File: config.mk
export PLATFORM = sky130hd
export DESIGN_NAME = uart_tx
export DESIGN_NICKNAME = d
export VERILOG_FILES = /design/src/rtl/uart_pkg.sv /design/src/rtl/uart_tx.sv
export SDC_FILE = /design/constraint.sdc
export NUM_CORES = 1
export LEC_CHECK = 0
export ABC_AREA = 1
export BUFFER_PORTS_ARGS = -buffer_cell sky130_fd_sc_hd__buf_2
export CAP_MARGIN = 30
export CORE_ASPECT_RATIO = 0.9
export CORE_UTILIZATION = 45
export DETAILED_ROUTE_END_ITERATION = 6
export PLACE_DENSITY = 0.71
export SLEW_MARGIN = 40
export SYNTH_ARGS = -nofsm -noshare
export SYNTH_HDL_FRONTEND = slang
export SYNTH_SLANG_ARGS = --single-unit
File: constraint.sdc
create_clock -name clk -period 3.4 [get_ports clk]
set_clock_uncertainty 0.05 [all_clocks]
set_input_delay 0.17 -clock clk [delete_from_list [all_inputs] [get_ports clk]]
set_output_delay 0.17 -clock clk [all_outputs]
set_load 0.05 [all_outputs]
File: src/rtl/uart_pkg.sv
// Shared UART definitions used by both the 8x-oversampled transmitter and receiver.
package uart_pkg;

   typedef enum logic [2:0] {
      S_IDLE,
      S_ARMED,
      S_START,
      S_DATA,
      S_PAR,
      S_STOP1,
      S_STOP2
   } uart_state_e;

   localparam int    TICKS_PER_BIT = 8;
   localparam string PAR_ODD       = "ODD";
   localparam string PAR_EVEN      = "EVEN";

   // odd = 1 makes the total count of ones (data + parity) odd
   function automatic logic parity_bit(input logic [7:0] data, input logic odd);
      return odd ? ~^data : ^data;
   endfunction

endpackage

File: src/rtl/uart_tx.sv
// 8x-oversampled UART transmitter: one byte per frame, LSB first, optional parity,
// 1 or 2 stop bits, advancing only on the external bd8_rate enable.
//
// state  | meaning
// IDLE   | line high, ready for a byte
// ARMED  | byte latched, waiting for the next bd8_rate to open the start bit
// START  | start bit (tx = 0)
// DATA   | data bits, LSB first (tx = shift[0])
// PAR    | parity bit
// STOP1  | first stop bit (tx = 1)
// STOP2  | second stop bit when two are configured
module uart_tx
   import uart_pkg::*;
#(
   parameter string PARITY   = "ODD",
   parameter int    STOP_BIT = 1
) (
   input  logic       clk,
   input  logic       rst,
   input  logic       bd8_rate,
   input  logic [7:0] tx_data,
   input  logic       tx_vld,
   output logic       tx_rdy,
   output logic       tx,
   output logic       tx_done
);

   localparam logic       PAR_EN    = (PARITY == PAR_ODD) || (PARITY == PAR_EVEN);
   localparam logic       PAR_IS_ODD = (PARITY == PAR_ODD);
   localparam logic       TWO_STOP  = (STOP_BIT == 2);
   localparam logic [2:0] TICK_LAST = 3'(TICKS_PER_BIT - 1);

   uart_state_e state_q, state_d;
   logic [2:0]  tick_cnt_q, tick_cnt_d;
   logic [2:0]  bit_idx_q, bit_idx_d;
   logic [7:0]  shift_q, shift_d;
   logic        par_q, par_d;
   logic        tx_q, tx_d;
   logic        tx_done_q, tx_done_d;
   logic        in_bit;
   logic        bit_end;

   always_ff @(posedge clk or posedge rst) begin
      if (rst) begin
         state_q    <= S_IDLE;
         tick_cnt_q <= 3'd0;
         bit_idx_q  <= 3'd0;
         shift_q    <= 8'd0;
         par_q      <= 1'b0;
         tx_q       <= 1'b1;
         tx_done_q  <= 1'b0;
      end else begin
         state_q    <= state_d;
         tick_cnt_q <= tick_cnt_d;
         bit_idx_q  <= bit_idx_d;
         shift_q    <= shift_d;
         par_q      <= par_d;
         tx_q       <= tx_d;
         tx_done_q  <= tx_done_d;
      end
   end

   always_comb begin
      state_d    = state_q;
      tick_cnt_d = tick_cnt_q;
      bit_idx_d  = bit_idx_q;
      shift_d    = shift_q;
      par_d      = par_q;
      tx_done_d  = 1'b0;

      in_bit  = (state_q != S_IDLE) && (state_q != S_ARMED);
      bit_end = in_bit && bd8_rate && (tick_cnt_q == TICK_LAST);

      // tick_cnt wraps 7->0 on its own, so every bit period restarts at zero
      if (in_bit && bd8_rate) begin
         tick_cnt_d = tick_cnt_q + 3'd1;
      end

      case (state_q)
         S_IDLE: begin
            if (tx_vld) begin
               state_d = S_ARMED;
               shift_d = tx_data;
               par_d   = parity_bit(tx_data, PAR_IS_ODD);
            end
         end
         S_ARMED: begin
            if (bd8_rate) begin
               state_d    = S_START;
               tick_cnt_d = 3'd0;
            end
         end
         S_START: begin
            if (bit_end) begin
               state_d   = S_DATA;
               bit_idx_d = 3'd0;
            end
         end
         S_DATA: begin
            if (bit_end) begin
               shift_d   = shift_q >> 1;
               bit_idx_d = bit_idx_q + 3'd1;
               if (bit_idx_q == 3'd7) begin
                  state_d = PAR_EN ? S_PAR : S_STOP1;
               end
            end
         end
         S_PAR: begin
            if (bit_end) begin
               state_d = S_STOP1;
            end
         end
         S_STOP1: begin
            if (bit_end) begin
               if (TWO_STOP) begin
                  state_d = S_STOP2;
               end else begin
                  state_d   = S_IDLE;
                  tx_done_d = 1'b1;
               end
            end
         end
         S_STOP2: begin
            if (bit_end) begin
               state_d   = S_IDLE;
               tx_done_d = 1'b1;
            end
         end
         default: begin
            state_d = S_IDLE;
         end
      endcase

      // line level follows the state being entered, so tx only moves on bd8_rate edges
      case (state_d)
         S_START: tx_d = 1'b0;
         S_DATA:  tx_d = shift_d[0];
         S_PAR:   tx_d = par_d;
         default: tx_d = 1'b1;
      endcase
   end

   assign tx_rdy  = (state_q == S_IDLE);
   assign tx      = tx_q;
   assign tx_done = tx_done_q;

endmodule
==> results.md, run 1 <==
- RePlAce Congestion: 0.895
- Post-synth top cells: nand2_1 (65), inv_1 (28), dfrtp_1 (19)
- I/O pin count: 15
- Routed via count: ~1100
- Post-Route WL: around 2300 um
- Postcts setup bufs: 0
- Input/output buffers: 14
- Fraction of registers with async set or reset after synthesis: 1.00
- # diodes: 0
- Unrepaired setup endpoints after global routing: no
- Unique masters post-synth: 23
- Leading area contributor after synthesis: dfrtp_1
- Bufs on Longest Clock Path: 2
- Grt total ovfl: 0
- Worst Hold End: shift_q[5]
- Area occupied by multi-input gates: 616 sq um
- Crit Path Max Fanout: 8
- H-tree depth: 1
- CTS root buf: clkbuf_4
- Synth Area per Inst: 7.18 sq um
- Fin util: 0.548
- Launching point of the worst reg2reg path: tick_cnt_q[0]
- WP data required: roughly 3.6 ns
- Top-count cell post-synth: nand2_1
- Final hold vios: 0
- Yosys reg bits: 20
- DRT Pass-1 Iters: 4
- Critical Path Sink Type: register
- Register-to-register setup slack: 1.67 ns
- Antenna-violating nets left: 0
- CP Class: register to register
- Largest net degree at the start of global routing: 21
- All-Layer GR Usage: 0.187
- Max-Slew Margin vs Limit: 0.726
- Register area: approximately 500 sq um
- EDFF count, synth: 0
- FMAX: 579 MHz
- Worst vdd ir: 0.312 mV
- Top post-synthesis cells by area: dfrtp_1 (39%), nand2_1 (20%), inv_1 (8.5%)
- Die Footprint: a little under 3000 sq um
- Synth Warn #: 0
- Vert. Die Dim: 51.7 um
- Net Count, Synth: 188
- Mapped Area: 1230 sq um
- Max_cap viols: 0
- Drc violations: 0
- Share of the synthesized area in the top cell type: 0.385
- Worst min path class: input pin to register
- Clock sink count: 20
- Worst-path clk slew: 0.11 ns
- Starting Density: 0.488
- Arr. time, crit path: 1.92 ns
- Fillers: roughly 230
- Worst r2r dst: tx
- CTS Buf Count: 3
- Setup violators final: 0
- Layout cells sized above 1: 0.178
- WL/cell: 10.6 um
- DR vias/cell: 5.02
- Hold Crit Depth: 3
- Worst Tran Pin Value: 0.410 ns
- Final nets: 208
- Synthesized instance count: between 150 and 200
- Register area share after synthesis: 0.406
- Core Box Area: 2530 sq um
- Pwr Total: about 920 uW
- Clock period minus worst slack: between 1.5 and 2 ns
- Synth Flop Type: dfrtp_1
- Leakage: 0.000827 uW
- Initial antenna violation count: 0
- Slew Limit Fails: 0
- Hpwl dp: 1840 um
- First-pass GRT wire length: 4230 um
- Number of placement rows: 17
- Part of the cycle the worst path needs: 0.508
- Status: finished clean
- Setup TNS: 0 ns
- Startpoint types: register
- Place WS: 1.68 ns
- Die X: 57.2 um
- Area Growth Syn to Fin: 12.3%
- Worst skew pair latency: 0.30 ns
- DRT iter0 DRCs: 40
- Worst setup margin: between 1.5 and 2 ns
- CTS tree: done
- Vias in the first global route: 1019
- Min-delay src: tx_data[5]
- R2R depth: 12
- Power density cells: 663 nW/um^2
- WHS: 0.105 ns
-- placed cells by master, fill, tap and decap left out, drive strengths merged --
master and n:
a22o 2, buf 14, nor3 2, a21oi 3, o22ai 1, nor2 16, o221ai 2, inv 29
dfstp 1, a22oi 4, nand2 69, dlygate4sd3 1, clkbuf 4, o21ai 4, dfrtp 19, or2 1
nand3 13, ha 4, xnor2 1, clkinv 1
-- through the flow --
| step | area [sq um] | cells |
|---|---|---|
| 6_report | 1390 | 219 |
| 5_1_grt | 1390 | 219 |
| 3_5_place_dp | 1340 | 214 |
| 3_3_place_gp | 1340 | 214 |
| 4_1_cts | 1390 | 219 |
| 2_1_floorplan | 1230 | 172 |
-- power breakdown --
| part | internal, uW | leakage, uW | switching (uW) |
|---|---|---|---|
| Clock | 65.3 | 0.0000210 | 67.2 |
| Sequential | 331 | 0.000251 | 53.6 |
| Combinational | 133 | 0.000555 | 269 |
| Total | 530 | 0.000827 | 390 |
-- cell families (layout without fill, tap and decap cells) --
kind of cell / count (synthesis) / after routing / share of synthesized area
XOR/XNOR: 1 / 1 / 0.00709
AND/OR/NAND/NOR: 101 / 101 / 0.363
buffers and inverters: 30 / 49 / 0.0952
adder cells (fa/ha/maj): 4 / 4 / 0.0405
AO/OA/AOI/OAI: 16 / 16 / 0.0882
flip-flops: 20 / 20 / 0.406
-- how the worst max path moves through the flow --
stage | startpoint | cells after the start | slack [ns] | endpoint
after CTS | tick_cnt_q[0] | 12 | 1.64 | tx
after global placement | tick_cnt_q[0] | 11 | 1.77 | tx
final | tick_cnt_q[0] | 12 | 1.67 | tx
after floorplan | state_q[1] | 11 | 1.78 | tx
after global routing | tick_cnt_q[0] | 12 | 1.50 | tx
after detailed placement | tick_cnt_q[0] | 12 | 1.68 | tx
-- flip-flops by register name, indices dropped and copies added (netlist names), named ones only --
signal / cells
shift_q: 8
bit_idx_q: 3
state_q: 3
tick_cnt_q: 2
par_q: 1
tx: 1
tx_done: 1
-- timing repair --
action	CTS	global route
hold buffers	1	0
hold endpoints to repair	19	0
gates resized for setup	0	0
endpoints found under the setup margin	0	0
-- final cells by class --
type / count / area share
Multi-Input combinational cell: 122 / 0.444
Sequential cell: 20 / 0.362
Inverter: 30 / 0.0848
Timing Repair Buffer: 15 / 0.0578
Clock buffer: 4 / 0.0262
Tap cell: 28 / 0.0253
-- metal layers --
layer	vias up	routed length, um	share of wire	global-route usage
li1	577	-	-	-
met3	5	106	0.046	0.0473
met5	-	0	0	0
met1	493	1140	0.49	0.249
met4	0	25	0.011	0.0569
met2	24	1050	0.45	0.300
-- critical path, cell delays in order, from the launching register on --
cell      delay (ns)
dfrtp_1         0.39
ha_1            0.17
ha_1            0.20
inv_1           0.06
nor3_2          0.19
nand2_2         0.14
clkinv_4        0.11
nand2_1         0.07
nand3_2         0.07
nand2_1         0.05
nand2_1         0.06
nand2_1         0.05
inv_1           0.05
No activity file was read; power rests on OpenSTA's default activity.
==> inputs of run 2 (changes only) <==
Settings changed: ABC_AREA 1 to 0, PLACE_DENSITY 0.71 to 0.74.
Clock period 3.4 ns to 1.55 ns, I/O delays scaled along.
==> run 2 against run 1 <==
The flow now finishes with violations (negative setup slack). Worst setup slack got worse by 1.8 ns. Non-clock buffer count rose by 22. Register-to-register slack got worse by 1.8 ns. Critical path depth is 6 lower. Final area is 3.2% higher. Largest power group is now registers.
==> results.md, run 2 <==
- Status: finished with violations
- Failing checks: negative setup slack
- Fin area: 1430 sq um
- Logic gate share of total power: 0.352
- Worst min path class: input pin to register
- Sequential cell fraction of total power: 0.503
- Post-Route WL: 2530 um
- Slowest stage delay, CP: 0.40 ns
- Number of placement rows: 16
- Critical Path Sink Type: register
- H-tree depth: 1
- CTS root buf: clkbuf_4
- Starting Density: 0.491
- EDFF count, synth: 0
- WP data required: 1.72 ns
- Biggest regs: shift_q x8, bit_idx_q x3, state_q x3
- Startpoint types: register
- WL/cell: 14.8 um
- Launching point of the worst reg2reg path: tick_cnt_q[0]
- Core Box Area: 2240 sq um
- CTS Buf Count: 3
- DRT iter0 DRCs: 37
- Slew Limit Fails: 0
- Fraction of registers with async set or reset after synthesis: 1.00
- Arr. time, crit path: 1.80 ns
- Register area share after synthesis: 0.456
- Unique masters post-synth: 34
- Worst Hold End: tx_done
- Clock sink count: 20
- Leading area contributor after synthesis: dfrtp_1
- Synthesized instance count: 110
- Commonest non-fill, non-tap cell in the layout: nand2_1
- FMAX: 614 MHz
- Placed Area: 1260 sq um
- CP Class: register to register
- Max_cap viols: 0
- Final std cells w/o fill: 171
- Worst r2r dst: tx
- Mapped Area: 1100 sq um
- Routed via count: 941
- Fillers: 182
- Unrepaired setup endpoints after global routing: yes
- First-pass GRT wire length: ~4000 um
- Grt total ovfl: 0
- Worst-path clk slew: 0.11 ns
- DRT Pass-1 Iters: 4
- Synth Flop Type: dfrtp_1
- Max FFs per register: 8
- Top post-synthesis cells by area: dfrtp_1 (43%), nand2_1 (6.8%), xnor2_1 (6.4%)
- I/O pin count: 15
- Drc violations: 0
- Max-Slew Margin vs Limit: 0.781
- Most frequent cells in the layout: nand2_1 (20), dfrtp_1 (19), buf_2 (13)
- Crit Path Max Fanout: 5
- Worst Tran Pin Value: 0.328 ns
- Cells along the critical path: ha_2 > ha_4 > and3_4 > a32o_2 > a211oi_2 > o21ai_1
- Worst skew pair latency: 0.29 ns
- Worst setup margin: -0.0796 ns
- Layout cells sized above 1: 0.333
- Place WS: -0.115 ns
- Synth Warn #: 0
- Leakage: 0.000670 uW
- Post-synth top cells: nand2_1 (20), dfrtp_1 (19), xnor2_1 (8)
- Vert. Die Dim: 48.9 um
- Synth Area per Inst: 10.0 sq um
- Antenna-violating nets left: 0
- Yosys reg bits: 20
- Register-to-register setup slack: -0.08 ns
- Clock period minus worst slack: 1.63 ns
- Final nets: about 160
- Largest register by flop count: shift_q
- DR vias/cell: approximately 5.5
- Psw: 596 uW
- Net Sw Frac: 0.351
- Top-count cell post-synth: nand2_1
- Part of the cycle the worst path needs: 1.05
- Worst vdd ir: 0.870 mV
- R2R depth: 6
- Die Footprint: 2650 sq um
- Input/output buffers: 14
- Min-delay src: bd8_rate
- Bufs on Longest Clock Path: 2
- Share of the synthesized area in the top cell type: 0.432
- Vias in the first global route: 923
- RePlAce Congestion: between 0.7 and 0.8
- # diodes: 0
- Cell Int Power: 1100 uW
- Area Growth Syn to Fin: 30.1%
- Placed insts: 155
- Hold Crit Depth: 3
- CTS tree: done
- CP max-delay cell: dfrtp_1
- All-Layer GR Usage: 0.207
- Hpwl dp: 1590 um
- Final hold vios: 0
- Setup violators final: 3
- Largest net degree at the start of global routing: 21
- Power density cells: 1190 nW/um^2
- Net Count, Synth: about 130
- Initial antenna violation count: 0
- Clock power frac: 0.144
- Die X: 54.1 um
==> run 2: changes by cell type in the layout (fill, tap and decap cells not counted), sizes merged, moves of 4 or more <==
| cell | change |
|---|---|
| buf | +15 |
| dlygate4sd3 | +7 |
| inv | -27 |
| nand2 | -49 |
| nand3 | -10 |
| nor2 | -12 |
| nor2b | +4 |
| o21ai | +4 |
| xnor2 | +7 |
==> run 2: cells by family (layout without fill, tap and decap cells) <==
kind of cell    Yosys count  in the layout  synth area share
compound gates           30             30             0.198
xor+xnor                  8              8            0.0637
fa+ha+maj                 4              4            0.0455
buf+inv                   9             43            0.0535
flops                    20             20             0.456
mux                       1              1            0.0102
simple gates             38             38             0.173
==> run 2: layout make-up <==
type / instances / area [sq um] / share of cell area
Tap cell: 27 / 33.8 / 0.0236
Clock buffer: 4 / 26.3 / 0.0184
Timing Repair Buffer: 37 / 280 / 0.196
Multi-Input combinational cell: 81 / 582 / 0.406
Sequential cell: 20 / 502 / 0.351
Inverter: 2 / 7.51 / 0.00524
==> run 2: critical path, delay by kind of cell (launching register included) <==
family / cells / cell delay [ns]
flip-flops: 1 / 0.40
adder cells (fa/ha/maj): 2 / 0.37
AND/OR/NAND/NOR: 1 / 0.18
AO/OA/AOI/OAI: 3 / 0.56
==> run 2: how the worst max path moves through the flow <==
stage / start / to
CTS: tick_cnt_q[0] / tx
detailed placement: register / tx
finish: tick_cnt_q[0] / tx
global route: tick_cnt_q[0] / tx
global placement: register / tx
floorplan: tick_cnt_q[0] / bit_idx_q[0]
==> run 2: stage by stage <==
step	utilization	TNS (ns)	hold slack, ns	power (uW)
floorplan	-	-0.591	-0.00941	1250
finish	0.638	-0.127	0.0658	1700
CTS	0.617	-0.111	0.0504	1690
detailed placement	0.562	-0.123	0.0623	1420
global route	0.638	-0.941	0.0506	1840
global placement	0.562	-0.0406	0.0589	1380
==> run 2: timing repair <==
| item | in CTS | in global routing |
|---|---|---|
| hold buffers | 8 | 0 |
| setup buffers | 1 | 3 |
| hold endpoints to repair | 27 | 0 |
| pin swaps | 2 | 2 |
| resized for setup | 3 | 7 |
| setup endpoints to repair | 5 | 14 |
==> run 2: metal layers <==
| metal | global-route usage | vias up | routed length (um) |
|---|---|---|---|
| met2 | 0.340 | 26 | 1310 |
| met1 | 0.264 | 453 | 1080 |
| li1 | - | 458 | - |
| met5 | 0 | - | 0 |
| met4 | 0.0342 | 0 | 28 |
| met3 | 0.0685 | 4 | 111 |
==> run 2: power by group through the flow <==
stage          logic [uW]  registers [uW]  clock network [uW]
2_1_floorplan         388             862                   0
3_3_place_gp          535             844                   0
3_5_place_dp          569             849                   0
4_1_cts               586             841                 259
5_1_grt               673             875                 287
6_report              599             855                 245
==> inputs of run 3 (changes only) <==
Settings changed: CELL_PAD_IN_SITES_DETAIL_PLACEMENT set to 2, CELL_PAD_IN_SITES_GLOBAL_PLACEMENT set to 2, CORE_UTILIZATION 45 to 32, PLACE_DENSITY 0.74 to 0.81, SKIP_CTS_REPAIR_TIMING set to 1.
==> run 3 against run 2 <==
The run still ends with negative setup slack left. Critical endpoint is now tx_rdy. Sequential power grew 2.5%. Worst hold slack lost 0.035 ns. Flip-flop and latch count is the same. Non-clock buffer count shrank 8. Register-to-register slack lost 0.05 ns. Sequential share of layout area grew 0.28 points. Clock power grew 65%. Routed wire length grew 34%. Count of clock-buffer cells in the layout is the same.
==> results.md, run 3 (synthesis results as in run 2) <==
- Status: finished with violations
- Failing checks: negative setup slack
- Final std cells w/o fill: 178
- Arr. time, crit path: between 1.5 and 2 ns
- Die Footprint: 3680 sq um
- Input/output buffers: 14
- Max_cap viols: 0
- DRT Pass-1 Iters: 4
- Place WS: -0.129 ns
- Post-Route WL: 3380 um
- Vert. Die Dim: 57.6 um
- Die X: ~64 um
- DR vias/cell: between 5 and 6
- Crit-path leading delay family: simple AND/OR/NAND/NOR gates
- Slew Limit Fails: 0
- Layout cells sized above 1: 0.426
- Grt total ovfl: 0
- All-Layer GR Usage: 0.182
- WL/cell: 19.0 um
- Biggest regs: shift_q x8, bit_idx_q x3, state_q x3
- Hpwl dp: 2290 um
- Cells along the critical path: buf_4 > or2_2 > nor2_2 > buf_4
- Max-Slew Margin vs Limit: 0.710
- Initial antenna violation count: 0
- Fin area: approximately 1400 sq um
- Power density cells: 1390 nW/um^2
- Routed via count: 942
- Starting Density: 0.348
- Placed Area: between 1000 and 1500 sq um
- I/O pin count: 15
- Worst setup margin: -0.132 ns
- Drc violations: 0
- Worst min path class: input pin to register
- CP Class: register to primary output
- Cell mode on critical path: buf_4
- Worst Tran Pin Value: between 0.4 and 0.5 ns
- Largest net degree at the start of global routing: 21
- CTS root buf: clkbuf_8
- Largest register by flop count: shift_q
- # diodes: 0
- Crit Path Max Fanout: 10
- FMAX: roughly 590 MHz
- Bufs on Longest Clock Path: 2
- First-pass GRT wire length: 5040 um
- Most frequent cells in the layout: dfrtp_1 (19), buf_2 (13), buf_4 (13)
- WHS: 0.0304 ns
- Commonest non-fill, non-tap cell in the layout: dfrtp_1
- Setup violators final: 12
- H-tree depth: 1
- Vias in the first global route: 1012
- Area Growth Syn to Fin: 29.1%
- Max FFs per register: 8
- WP data required: 1.42 ns
- CTS tree: done
- Clock period minus worst slack: 1.68 ns
- RePlAce Congestion: 0.802
- DRT iter0 DRCs: 29
- Startpoint types: register
- Core Box Area: 3160 sq um
- Worst vdd ir: just over 0.8 mV
- Buf/Inv on CP: 2
- Slowest stage delay, CP: approximately 0.43 ns
- Worst skew pair latency: 0.26 ns
- Placed insts: 169
- Part of the cycle the worst path needs: 1.08
- CTS Buf Count: 3
- Clock sink count: 20
- Fin util: 0.449
- Final hold vios: 0
- CP max-delay cell: dfrtp_1
- Critical Path Sink Type: primary output
- Leakage: 0.000650 uW
- Unrepaired setup endpoints after global routing: yes
- Worst-path clk slew: 0.08 ns
- Antenna-violating nets left: 0
- Number of placement rows: 19
- Final nets: 153
==> run 3: layout make-up <==
class	count	area, sq um
flip-flops and latches	20	502
fillers	348	1740
repair buffers	29	195
multi-input cells	81	608
inverters	2	7.51
well taps	42	52.6
clock buffers	4	55.1
==> run 3: per-layer routing <==
metal	wire length, um	up-vias	GRT usage
met2	1730	18	0.309
met3	81	8	0.0413
li1	-	437	-
met1	1480	479	0.233
met4	89	0	0.0552
met5	0	-	0
==> run 3: metrics by stage <==
stage | power (uW) | setup TNS, ns
finish | 1970 | -1.09
global route | 2100 | -2.03
CTS | 1880 | -0.927
detailed placement | 1460 | -0.528
global placement | 1390 | -0.0479
floorplan | 1250 | -0.591
==> run 3: worst paths after layout <==
check	to	cells after the start	start	slack (ns)
setup / recovery	tx_rdy	4	state_q[1]	-0.13
hold / removal	shift_q[7]	2	tx_data[7]	0.03
setup reg to reg	tx	6	tick_cnt_q[0]	-0.13
hold reg to reg	shift_q[7]	1	shift_q[7]	0.47
max in group asynchronous	tx	4	rst	0.85
min in group asynchronous	shift_q[0]	4	rst	0.33
==> run 3: where the power goes <==
part / switching [uW] / internal (uW) / leakage (uW)
sequential: 157 / 718 / 0.000250
clock: 178 / 226 / 0.0000288
combinational: 354 / 337 / 0.000371
total: 689 / 1280 / 0.000650
